--- config.mk ---
export PLATFORM = sky130hd
export DESIGN_NAME = serial_byte_tx
export DESIGN_NICKNAME = d
export VERILOG_FILES = /design/src/rtl/uart_frame_pkg.sv /design/src/rtl/byte_fifo.sv /design/src/rtl/serial_byte_tx.sv
export SDC_FILE = /design/constraint.sdc
export NUM_CORES = 1
export LEC_CHECK = 0
export CAP_MARGIN = 20
export CORE_UTILIZATION = 45
export CTS_CLUSTER_DIAMETER = 80
export DETAILED_ROUTE_END_ITERATION = 8
export GPL_ROUTABILITY_DRIVEN = 0
export PLACE_DENSITY_LB_ADDON = 0.25
export SLEW_MARGIN = 20
export SYNTH_ARGS = -nofsm -noshare
export SYNTH_HDL_FRONTEND = slang
export SYNTH_SLANG_ARGS = --single-unit
--- constraint.sdc ---
create_clock -name clk -period 2.3 [get_ports clk]
set_input_delay 0.46 -clock clk [delete_from_list [all_inputs] [get_ports clk]]
set_output_delay 0.46 -clock clk [all_outputs]
set_load 0.1 [all_outputs]
--- src/rtl/uart_frame_pkg.sv ---
// Shared UART framing definitions, used by both the transmitter and the receiver.
package uart_frame_pkg;
  localparam int   FRAME_BITS  = 10;
  localparam logic START_LEVEL = 1'b0;
  localparam logic STOP_LEVEL  = 1'b1;

  typedef enum logic [2:0] {IDLE, START, DATA, STOP, GAP} tx_state_e;
endpackage

--- src/rtl/byte_fifo.sv ---
// Synchronous byte FIFO with a registered occupancy count.
// The read data always shows the head entry.
module byte_fifo #(
  parameter int DEPTH = 4
) (
  input  logic       clk,
  input  logic       reset,
  input  logic       push,
  input  logic [7:0] wr_data,
  input  logic       pop,
  output logic [7:0] rd_data,
  output logic       full,
  output logic       empty
);
  localparam int AW = $clog2(DEPTH);

  logic [7:0]    mem [DEPTH];
  logic [AW-1:0] wr_ptr, rd_ptr;
  logic [AW:0]   count;
  logic          wr_en, rd_en;

  assign wr_en   = push & ~full;
  assign rd_en   = pop & ~empty;
  assign full    = (count == (AW+1)'(DEPTH));
  assign empty   = (count == '0);
  assign rd_data = mem[rd_ptr];

  always_ff @(posedge clk or posedge reset) begin
    if (reset) begin
      wr_ptr <= '0;
      rd_ptr <= '0;
      count  <= '0;
    end else begin
      if (wr_en) wr_ptr <= wr_ptr + 1'b1;
      if (rd_en) rd_ptr <= rd_ptr + 1'b1;
      case ({wr_en, rd_en})
        2'b10:   count <= count + 1'b1;
        2'b01:   count <= count - 1'b1;
        default: count <= count;
      endcase
    end
  end

  always_ff @(posedge clk) begin
    if (wr_en) mem[wr_ptr] <= wr_data;
  end
endmodule

--- src/rtl/serial_byte_tx.sv ---
// Byte-to-serial transmitter: 8N1 frames, one bit per clk, optional idle gap.
// The line flop follows the FSM state by one cycle, so out lags state.
module serial_byte_tx
  import uart_frame_pkg::*;
#(
  parameter int FIFO_DEPTH = 4,
  parameter int IDLE_GAP   = 0
) (
  input  logic       clk,
  input  logic       reset,
  input  logic [7:0] in_byte,
  input  logic       in_valid,
  output logic       in_ready,
  output logic       out,
  output logic       busy
);
  localparam int GW = (IDLE_GAP > 0) ? $clog2(IDLE_GAP + 1) : 1;

  tx_state_e     state, state_nx;
  logic [2:0]    bit_idx;
  logic [GW-1:0] gap_cnt;
  logic [7:0]    shreg;
  logic          rdy_q;
  logic          push, pop;
  logic          fifo_full, fifo_empty;
  logic [7:0]    fifo_data;

  // rdy_q keeps in_ready low until the first edge after reset is released.
  assign in_ready = rdy_q & ~fifo_full;
  assign push     = in_valid & in_ready;
  assign busy     = (state != IDLE) | ~fifo_empty;

  byte_fifo #(.DEPTH(FIFO_DEPTH)) u_fifo (
    .clk     (clk),
    .reset   (reset),
    .push    (push),
    .wr_data (in_byte),
    .pop     (pop),
    .rd_data (fifo_data),
    .full    (fifo_full),
    .empty   (fifo_empty)
  );

  always_comb begin
    state_nx = state;
    pop      = 1'b0;
    case (state)
      IDLE: if (!fifo_empty) begin
        state_nx = START;
        pop      = 1'b1;
      end
      START: state_nx = DATA;
      DATA:  if (bit_idx == 3'd7) state_nx = STOP;
      STOP: begin
        if (IDLE_GAP > 0) begin
          state_nx = GAP;
        end else if (!fifo_empty) begin
          state_nx = START;
          pop      = 1'b1;
        end else begin
          state_nx = IDLE;
        end
      end
      GAP: if (gap_cnt == GW'(IDLE_GAP - 1)) begin
        if (!fifo_empty) begin
          state_nx = START;
          pop      = 1'b1;
        end else begin
          state_nx = IDLE;
        end
      end
      default: state_nx = IDLE;
    endcase
  end

  always_ff @(posedge clk or posedge reset) begin
    if (reset) begin
      state   <= IDLE;
      bit_idx <= '0;
      gap_cnt <= '0;
      shreg   <= '0;
      rdy_q   <= 1'b0;
      out     <= 1'b1;
    end else begin
      state <= state_nx;
      rdy_q <= 1'b1;

      if (pop)                shreg <= fifo_data;
      else if (state == DATA) shreg <= {1'b0, shreg[7:1]};

      // Natural 3-bit wrap lands on the DATA->STOP edge.
      if (state == DATA) bit_idx <= bit_idx + 1'b1;

      if (state == GAP && state_nx == GAP) gap_cnt <= gap_cnt + 1'b1;
      else                                 gap_cnt <= '0;

      case (state)
        START:   out <= START_LEVEL;
        DATA:    out <= shreg[0];
        STOP:    out <= STOP_LEVEL;
        default: out <= 1'b1;
      endcase
    end
  end
endmodule

==> results.txt, run 1 <==
----------------------------------------------------
[Synth]
  Area leader, netlist ... sky130_fd_sc_hd__edfxtp_1
  Number of enable flip-flop cells after synthesis ... 32
  Fraction of synthesis flops using an asynchronous set or reset pin ... 42.9%
  Post-synthesis adder-cell area fraction ... 4.48%
  Fraction of post-synthesis cell area in the top cell type by area ... between 40% and 50%
  XOR/XNOR share of the synthesized area ... around 2.6%
  Post-Synthesis Mean Instance Area ... 17.7 sq um
  Synthesized netlist net count ... roughly 160
  Cell types with the largest area share after synthesis ... sky130_fd_sc_hd__edfxtp_1 (40%), sky130_fd_sc_hd__dfrtp_1 (24%), sky130_fd_sc_hd__mux2_4 (7.5%)
  Cells after Synth ... 136
  Synthesized cell area ... 2400 sq um
  Number of synthesized register bits ... 56
  Share of the yosys chip area belonging to registers ... 65.1%
  Number of unique standard cell types used by synthesis ... 35
  Multiplexer share of the synthesized area ... 18.2%
  Dominant combinational cell family by area after synthesis ... multiplexers
  Area share of and/or/nand/nor cells after synthesis ... 5.42%
  Share of the synthesized area in compound gates (AO/OA/AOI/OAI) ... 1.35%
  Flip-flop cell with the highest count after synthesis ... sky130_fd_sc_hd__edfxtp_1
  Yosys warns ... 0

[Cells and area]
  Area grow syn2layout ... 13.5%
  Sequential cell area ... 1560 sq um
  Total number of nets in the final design ... 173
  Final core utilization ... 53.4%
  Antenna diode count ... 0
  Fraction of final layout cells sized beyond drive strength 1 ... 27.7%
  Multi-input logic area ... 788 sq um
  Number of filler cells placed in the layout ... 423

[Placement]
  Post-placement setup slack ... 0.0300 ns
  Hpwl dp ... 2430 microns
  Total of buffers placed on input and output ports ... 13

[Drt]
  Number of vias after detailed routing ... 1104
  Antenna Violating Nets Remaining ... 0
  Number of DRC violations after detailed-routing iteration 0 ... 50
  Met2 wire len ... 1760 microns
  Total length of routed wires ... 3420 microns
  Remaining routing DRC violations ... 0
  First-pass detailed-route iteration total ... 4
  Via density per instance ... 4.91
  Met3 wirelength from detailed routing ... 97 microns
  Met1 Routed Length ... 1530 microns
  DR top layer ... met4
  Post-DR wirelength/cell ... approximately 15 microns

[Timing]
  Worst clock skew ... 0.00787 ns
  Slew at the pin closest to its max-slew limit ... 0.575 ns
  Worst max-slew margin expressed relative to the limit ... about three fifths
  Highest Clock Rate ... approximately 0.48 GHz
  Number of slew-limit violations in the final report ... 0
  Final critical path time including I/O delays and setup ... ~2.1 ns
  Final worst slack ... 0.229 ns
  Endpoints failing hold ... 0
  Setup TNS ... 0 ns
  Final hold slack ... between 0.4 and 0.5 ns
  Unrepaired setup endpoints after global routing ... false
  Crit share post-route ... 90.0%
  Number of setup violations in the final report ... 0

[Critical path]
  CP Launch Type ... register
  Critical setup path kind ... register to register
  Type of element capturing the critical path ... register
  Biggest fanout along the worst timing path ... 6
  Cell count of the worst reg-to-reg path ... 10
  Critical register-to-register path endpoint ... u_fifo.count[2]$_DFFE_PP0P_
  Reg2reg setup slack ... 0.23 ns
  Launch point of the worst reg-to-reg path ... u_fifo.count[0]$_DFFE_PP0P_
  Critical path data arrival time ... 2.29 ns
  Required time at the endpoint of the critical path ... 2.52 ns

[Die]
  Number of core rows ... 26
  Placeable core region ... 5110 sq um
  Starting density of the core ... a little under half
  Horizontal die dimension ... approximately 75 microns
  Die Footprint ... 5630 sq um
  Die H ... 75.0 microns
  Ports placed on the boundary ... 14

[Clock network]
  Clock sink total ... 56
  Clock network latency to the later pin of the worst-skew pair ... about 0.3 ns
  CTS tree ... done
  Gates resized, CTS repair ... 0
  Number of hold buffers added after CTS ... 0
  Buffer cell driving the clock tree root ... sky130_fd_sc_hd__clkbuf_8
  Count of buffers added by post-CTS timing repair for setup ... 0
  Maximum clock path buffer count ... 2
  Number of CTS-inserted buffers ... 5
  H-tree depth reported by CTS ... 2
  Clock-pin slew on the worst setup and hold paths ... 0.09 ns

[Global route]
  First-pass GRT wire length ... 5660 microns
  Total congestion overflow after global routing ... 0
  Number of global-route vias before repair ... 1144
  Overall fraction of global-route tracks in use ... between 10% and 20%
  Number of antenna violations at the first check in global routing ... 0
  Maximum number of pins on one net before global-route repair ... 17

[Run]
  Maximum Capacitance Violations ... 0

[Pwr]
  Worst IR Drop VDD ... between 0.6 and 0.7 mV
  Leakage power ... 1.08 nW
  Total design power ... 3.65 mW
  PwrDens ... between 1000 and 1500 nW/um^2

[Min path]
  Worst hold path class ... primary input to async pin

[Outcome]
  Result of the run ... completed

----------------------------------------------------
[worst max-delay path, stage by stage, from the launching register on]
cell and delay [ns]:
sky130_fd_sc_hd__dfrtp_1 0.42, sky130_fd_sc_hd__inv_1 0.15, sky130_fd_sc_hd__a31oi_4 0.14, sky130_fd_sc_hd__and2_1 0.23, sky130_fd_sc_hd__inv_1 0.07, sky130_fd_sc_hd__ha_1 0.16, sky130_fd_sc_hd__inv_1 0.06, sky130_fd_sc_hd__fa_1 0.37
sky130_fd_sc_hd__xor2_1 0.15, sky130_fd_sc_hd__nor2_1 0.11, sky130_fd_sc_hd__xor2_1 0.14
[Yosys cell counts (2+ instances only)]
cell type	count
sky130_fd_sc_hd__xor2_1	5
sky130_fd_sc_hd__mux2_2	6
sky130_fd_sc_hd__and3_1	4
sky130_fd_sc_hd__nor2_1	3
sky130_fd_sc_hd__mux2_4	12
sky130_fd_sc_hd__dfrtp_1	23
sky130_fd_sc_hd__inv_1	8
sky130_fd_sc_hd__nor3_1	3
sky130_fd_sc_hd__mux4_2	8
sky130_fd_sc_hd__ha_1	7
sky130_fd_sc_hd__edfxtp_1	32
sky130_fd_sc_hd__xnor2_1	2
[flip-flops by register name (all words and copies together) (netlist names)]
signal         flops
bit_idx            3
gap_cnt            1
out                1
rdy_q              1
shreg              8
state              3
u_fifo.count       3
u_fifo.mem        32
u_fifo.rd_ptr      2
u_fifo.wr_ptr      2
[metal layers]
metal  up-vias  global-route usage [%]
met5         -                       0
met4         0                    5.66
met3         2                    4.02
met2        17                    24.8
met1       551                    17.7
li1        534                       -
[layout by cell type (no fill, tap or decap), drive strengths merged, types with 2 or more instances in the layout]
master	count
clkdlybuf4s50	10
and3	4
clkbuf	6
edfxtp	32
buf	5
mux4	8
mux2	18
nand2b	3
nor2	4
xnor2	2
ha	7
xor2	5
nor3	3
dfrtp	23
inv	8
[report_power, final]
part | internal [mW] | total, mW | switching [mW]
combinational | 0.821 | 1.47 | 0.650
sequential | 1.34 | 1.57 | 0.229
clock | 0.323 | 0.607 | 0.284
total | 2.49 | 3.65 | 1.16
[per-stage QoR]
step / area (sq um) / cells
3_3_place_gp: 2620 / 217
5_1_grt: 2730 / 225
4_1_cts: 2730 / 225
2_1_floorplan: 2420 / 136
3_5_place_dp: 2620 / 217
6_report: 2730 / 225
[how the worst max path moves through the flow]
stage                                      startpoint                          end  slack [ns]  depth (start not counted)
final                     u_fifo.count[0]$_DFFE_PP0P_  u_fifo.count[2]$_DFFE_PP0P_        0.23                         10
after CTS                 u_fifo.count[0]$_DFFE_PP0P_  u_fifo.count[2]$_DFFE_PP0P_        0.20                         10
after detailed placement                     in_valid  u_fifo.count[2]$_DFFE_PP0P_        0.03                          9
after floorplan           u_fifo.count[2]$_DFFE_PP0P_  u_fifo.count[2]$_DFFE_PP0P_        0.02                          9
after global routing      u_fifo.count[0]$_DFFE_PP0P_  u_fifo.count[2]$_DFFE_PP0P_        0.05                         10
after global placement                       in_valid  u_fifo.count[2]$_DFFE_PP0P_        0.10                          9
[cells by family after synthesis]
| kind of cell | Yosys count |
|---|---|
| flops | 56 |
| mux | 27 |
| simple gates | 20 |
| buf+inv | 12 |
| fa+ha+maj | 8 |
| xor+xnor | 7 |
| compound gates | 5 |
| other cells | 1 |
[area by class of cell]
cell class              instances  share of cell area [%]
flip-flops and latches         56                    57.3
inverters                       8                    1.10
multi-input cells              68                    28.9
repair buffers                 15                    5.51
clock inverters                 2                    1.28
well taps                      70                    3.21
clock buffers                   6                    2.66
(Power assumes the default switching activity.)
==> run 2: changes to the inputs <==
--- a/config.mk
+++ b/config.mk
@@ -6,6 +6,8 @@
 export NUM_CORES = 1
 export LEC_CHECK = 0
 export CAP_MARGIN = 20
+export CELL_PAD_IN_SITES_DETAIL_PLACEMENT = 0
+export CELL_PAD_IN_SITES_GLOBAL_PLACEMENT = 1
 export CORE_UTILIZATION = 45
 export CTS_CLUSTER_DIAMETER = 80
 export DETAILED_ROUTE_END_ITERATION = 8
==> run 2 against run 1 <==
Effect of this change: clock skew shrank 0.00081 ns; design area grew 0.14%; sequential cell count is the same; non-clock buffer count is the same; sequential share of layout area shrank 0.079 points; cell count is the same; total power grew 0.68%; via count grew 0.27%; first-iteration DRC count shrank 48%; maximum frequency shrank 0.60%; highest routed layer unchanged.
==> results.txt, run 2 (same netlist as run 1, synthesis figures left out) <==
----------------------------------------------------
[Drt]
  First-pass detailed-route iteration total ... 4
  Antenna Violating Nets Remaining ... 0
  Post-DR wirelength/cell ... about 16 microns
  Number of vias after detailed routing ... 1107
  Total length of routed wires ... approximately 3500 microns
  Remaining routing DRC violations ... 0
  Number of DRC violations after detailed-routing iteration 0 ... 26
  Via density per instance ... roughly 5

[Global route]
  Overall fraction of global-route tracks in use ... 15.0%
  Number of global-route vias before repair ... 1191
  Total congestion overflow after global routing ... 0
  First-pass GRT wire length ... between 5000 and 6000 microns
  Number of antenna violations at the first check in global routing ... 0
  Maximum number of pins on one net before global-route repair ... 25

[Run]
  Maximum Capacitance Violations ... 0

[Critical path]
  Critical path data arrival time ... 2.31 ns
  Type of element capturing the critical path ... register
  Required time at the endpoint of the critical path ... 2.53 ns
  Critical setup path kind ... register to register
  CP Launch Type ... register
  Biggest fanout along the worst timing path ... 6
  Critical register-to-register path endpoint ... u_fifo.count[2]$_DFFE_PP0P_
  Reg2reg setup slack ... ~0.22 ns
  Launch point of the worst reg-to-reg path ... u_fifo.count[0]$_DFFE_PP0P_
  Cell count of the worst reg-to-reg path ... 10

[Timing]
  Final worst slack ... 0.217 ns
  Number of slew-limit violations in the final report ... 0
  Number of setup violations in the final report ... 0
  Worst max-slew margin expressed relative to the limit ... roughly three fifths
  Worst clock skew ... slightly above 0.007 ns
  Crit share post-route ... 90.6%
  Slew at the pin closest to its max-slew limit ... 0.619 ns
  Unrepaired setup endpoints after global routing ... false
  Setup TNS ... 0 ns
  Final critical path time including I/O delays and setup ... ~2.1 ns
  Final hold slack ... 0.486 ns
  Highest Clock Rate ... 0.480 GHz
  Endpoints failing hold ... 0

[Die]
  Placeable core region ... 5110 sq um
  Die Footprint ... 5630 sq um
  Starting density of the core ... 47.0%
  Die H ... 75.0 microns
  Horizontal die dimension ... 75.0 microns
  Number of core rows ... 26
  Ports placed on the boundary ... 14

[Outcome]
  Result of the run ... completed

[Placement]
  Post-placement setup slack ... 0.0286 ns
  Total of buffers placed on input and output ports ... 13
  Hpwl dp ... 2400 microns
  Number of cells in the design after placement ... 217

[Min path]
  Worst hold endpoint ... bit_idx[0]$_DFFE_PP0P_
  Worst hold path class ... register to register
  Min-delay src ... bit_idx[0]$_DFFE_PP0P_
  Number of cells on the worst hold path ... 1

[Clock network]
  Gates resized, CTS repair ... 0
  CTS tree ... done
  Maximum clock path buffer count ... 2
  Buffer cell driving the clock tree root ... sky130_fd_sc_hd__clkbuf_8
  Number of hold buffers added after CTS ... 0
  Clock network latency to the later pin of the worst-skew pair ... ~0.31 ns
  Count of buffers added by post-CTS timing repair for setup ... 0
  Clock sink total ... 56
  Number of CTS-inserted buffers ... 5
  Clock-pin slew on the worst setup and hold paths ... about 0.090 ns
  H-tree depth reported by CTS ... 2

[Cells and area]
  Reg with most FFs ... u_fifo.mem
  Number of standard cells in the layout, taps in and fillers out ... 225
  Flip-flop count of the largest register, all copies and words added ... 32
  Antenna diode count ... 0
  Total number of nets in the final design ... 173
  Most used cells in the layout excluding fill and tap cells ... sky130_fd_sc_hd__edfxtp_1 (32), sky130_fd_sc_hd__dfrtp_1 (23), sky130_fd_sc_hd__mux2_4 (12), sky130_fd_sc_hd__clkdlybuf4s50_1 (10)
  Fraction of final layout cells sized beyond drive strength 1 ... 27.7%
  Most common cell after layout, fill and taps aside ... sky130_fd_sc_hd__edfxtp_1
  Area grow syn2layout ... 13.7%
  Biggest regs ... u_fifo.mem (32), shreg (8)

[Pwr]
  PwrDens ... 1350 nW/um^2
  Worst IR Drop VDD ... 0.687 mV
  Leakage power ... 1.08 nW
  Total design power ... between 3 and 4 mW

----------------------------------------------------
-- run 2: worst max path at each step --
stage | slack, ns | cells past startpoint | to | startpoint
after global routing | 0.04 | 10 | u_fifo.count[2]$_DFFE_PP0P_ | u_fifo.count[0]$_DFFE_PP0P_
after CTS | 0.19 | 10 | u_fifo.count[2]$_DFFE_PP0P_ | u_fifo.count[0]$_DFFE_PP0P_
after global placement | 0.10 | 9 | u_fifo.count[2]$_DFFE_PP0P_ | in_valid
after detailed placement | 0.03 | 9 | u_fifo.count[2]$_DFFE_PP0P_ | in_valid
after floorplan | 0.02 | 9 | u_fifo.count[2]$_DFFE_PP0P_ | u_fifo.count[2]$_DFFE_PP0P_
final | 0.22 | 10 | u_fifo.count[2]$_DFFE_PP0P_ | u_fifo.count[0]$_DFFE_PP0P_
-- run 2: worst max-delay path: stages (launching register included) --
cell and delay (ns):
sky130_fd_sc_hd__dfrtp_1 0.42, sky130_fd_sc_hd__inv_1 0.15, sky130_fd_sc_hd__a31oi_4 0.14, sky130_fd_sc_hd__and2_1 0.22, sky130_fd_sc_hd__inv_1 0.07, sky130_fd_sc_hd__ha_1 0.17
sky130_fd_sc_hd__inv_1 0.06, sky130_fd_sc_hd__fa_1 0.37, sky130_fd_sc_hd__xor2_1 0.15, sky130_fd_sc_hd__nor2_1 0.11, sky130_fd_sc_hd__xor2_1 0.16
-- run 2: metrics by stage --
stage	instance area [sq um]	utilization (%)
6_report	2730	53.5
5_1_grt	2730	53.5
3_3_place_gp	2620	51.3
2_1_floorplan	2420	-
4_1_cts	2730	53.5
3_5_place_dp	2620	51.3
-- run 2: layout make-up --
class / count / area (sq um)
Fill cell: 426 / 2380
Timing Repair Buffer: 15 / 150
Multi-Input combinational cell: 68 / 788
Inverter: 8 / 30.0
Clock inverter: 3 / 42.5
Tap cell: 70 / 87.6
Clock buffer: 5 / 68.8
Sequential cell: 56 / 1560
-- run 2: where the power goes --
group	switching (mW)	internal [mW]
registers	0.229	1.34
logic	0.660	0.819
clock network	0.301	0.323
-- run 2: routing by layer --
| layer | track usage [%] | part of all wire (%) | up-vias |
|---|---|---|---|
| met5 | 0 | 0 | - |
| met4 | 6.29 | 1.2 | 0 |
| met3 | 4.02 | 3.1 | 5 |
| met2 | 26.3 | 53 | 17 |
| met1 | 17.4 | 43 | 553 |
| li1 | - | - | 532 |
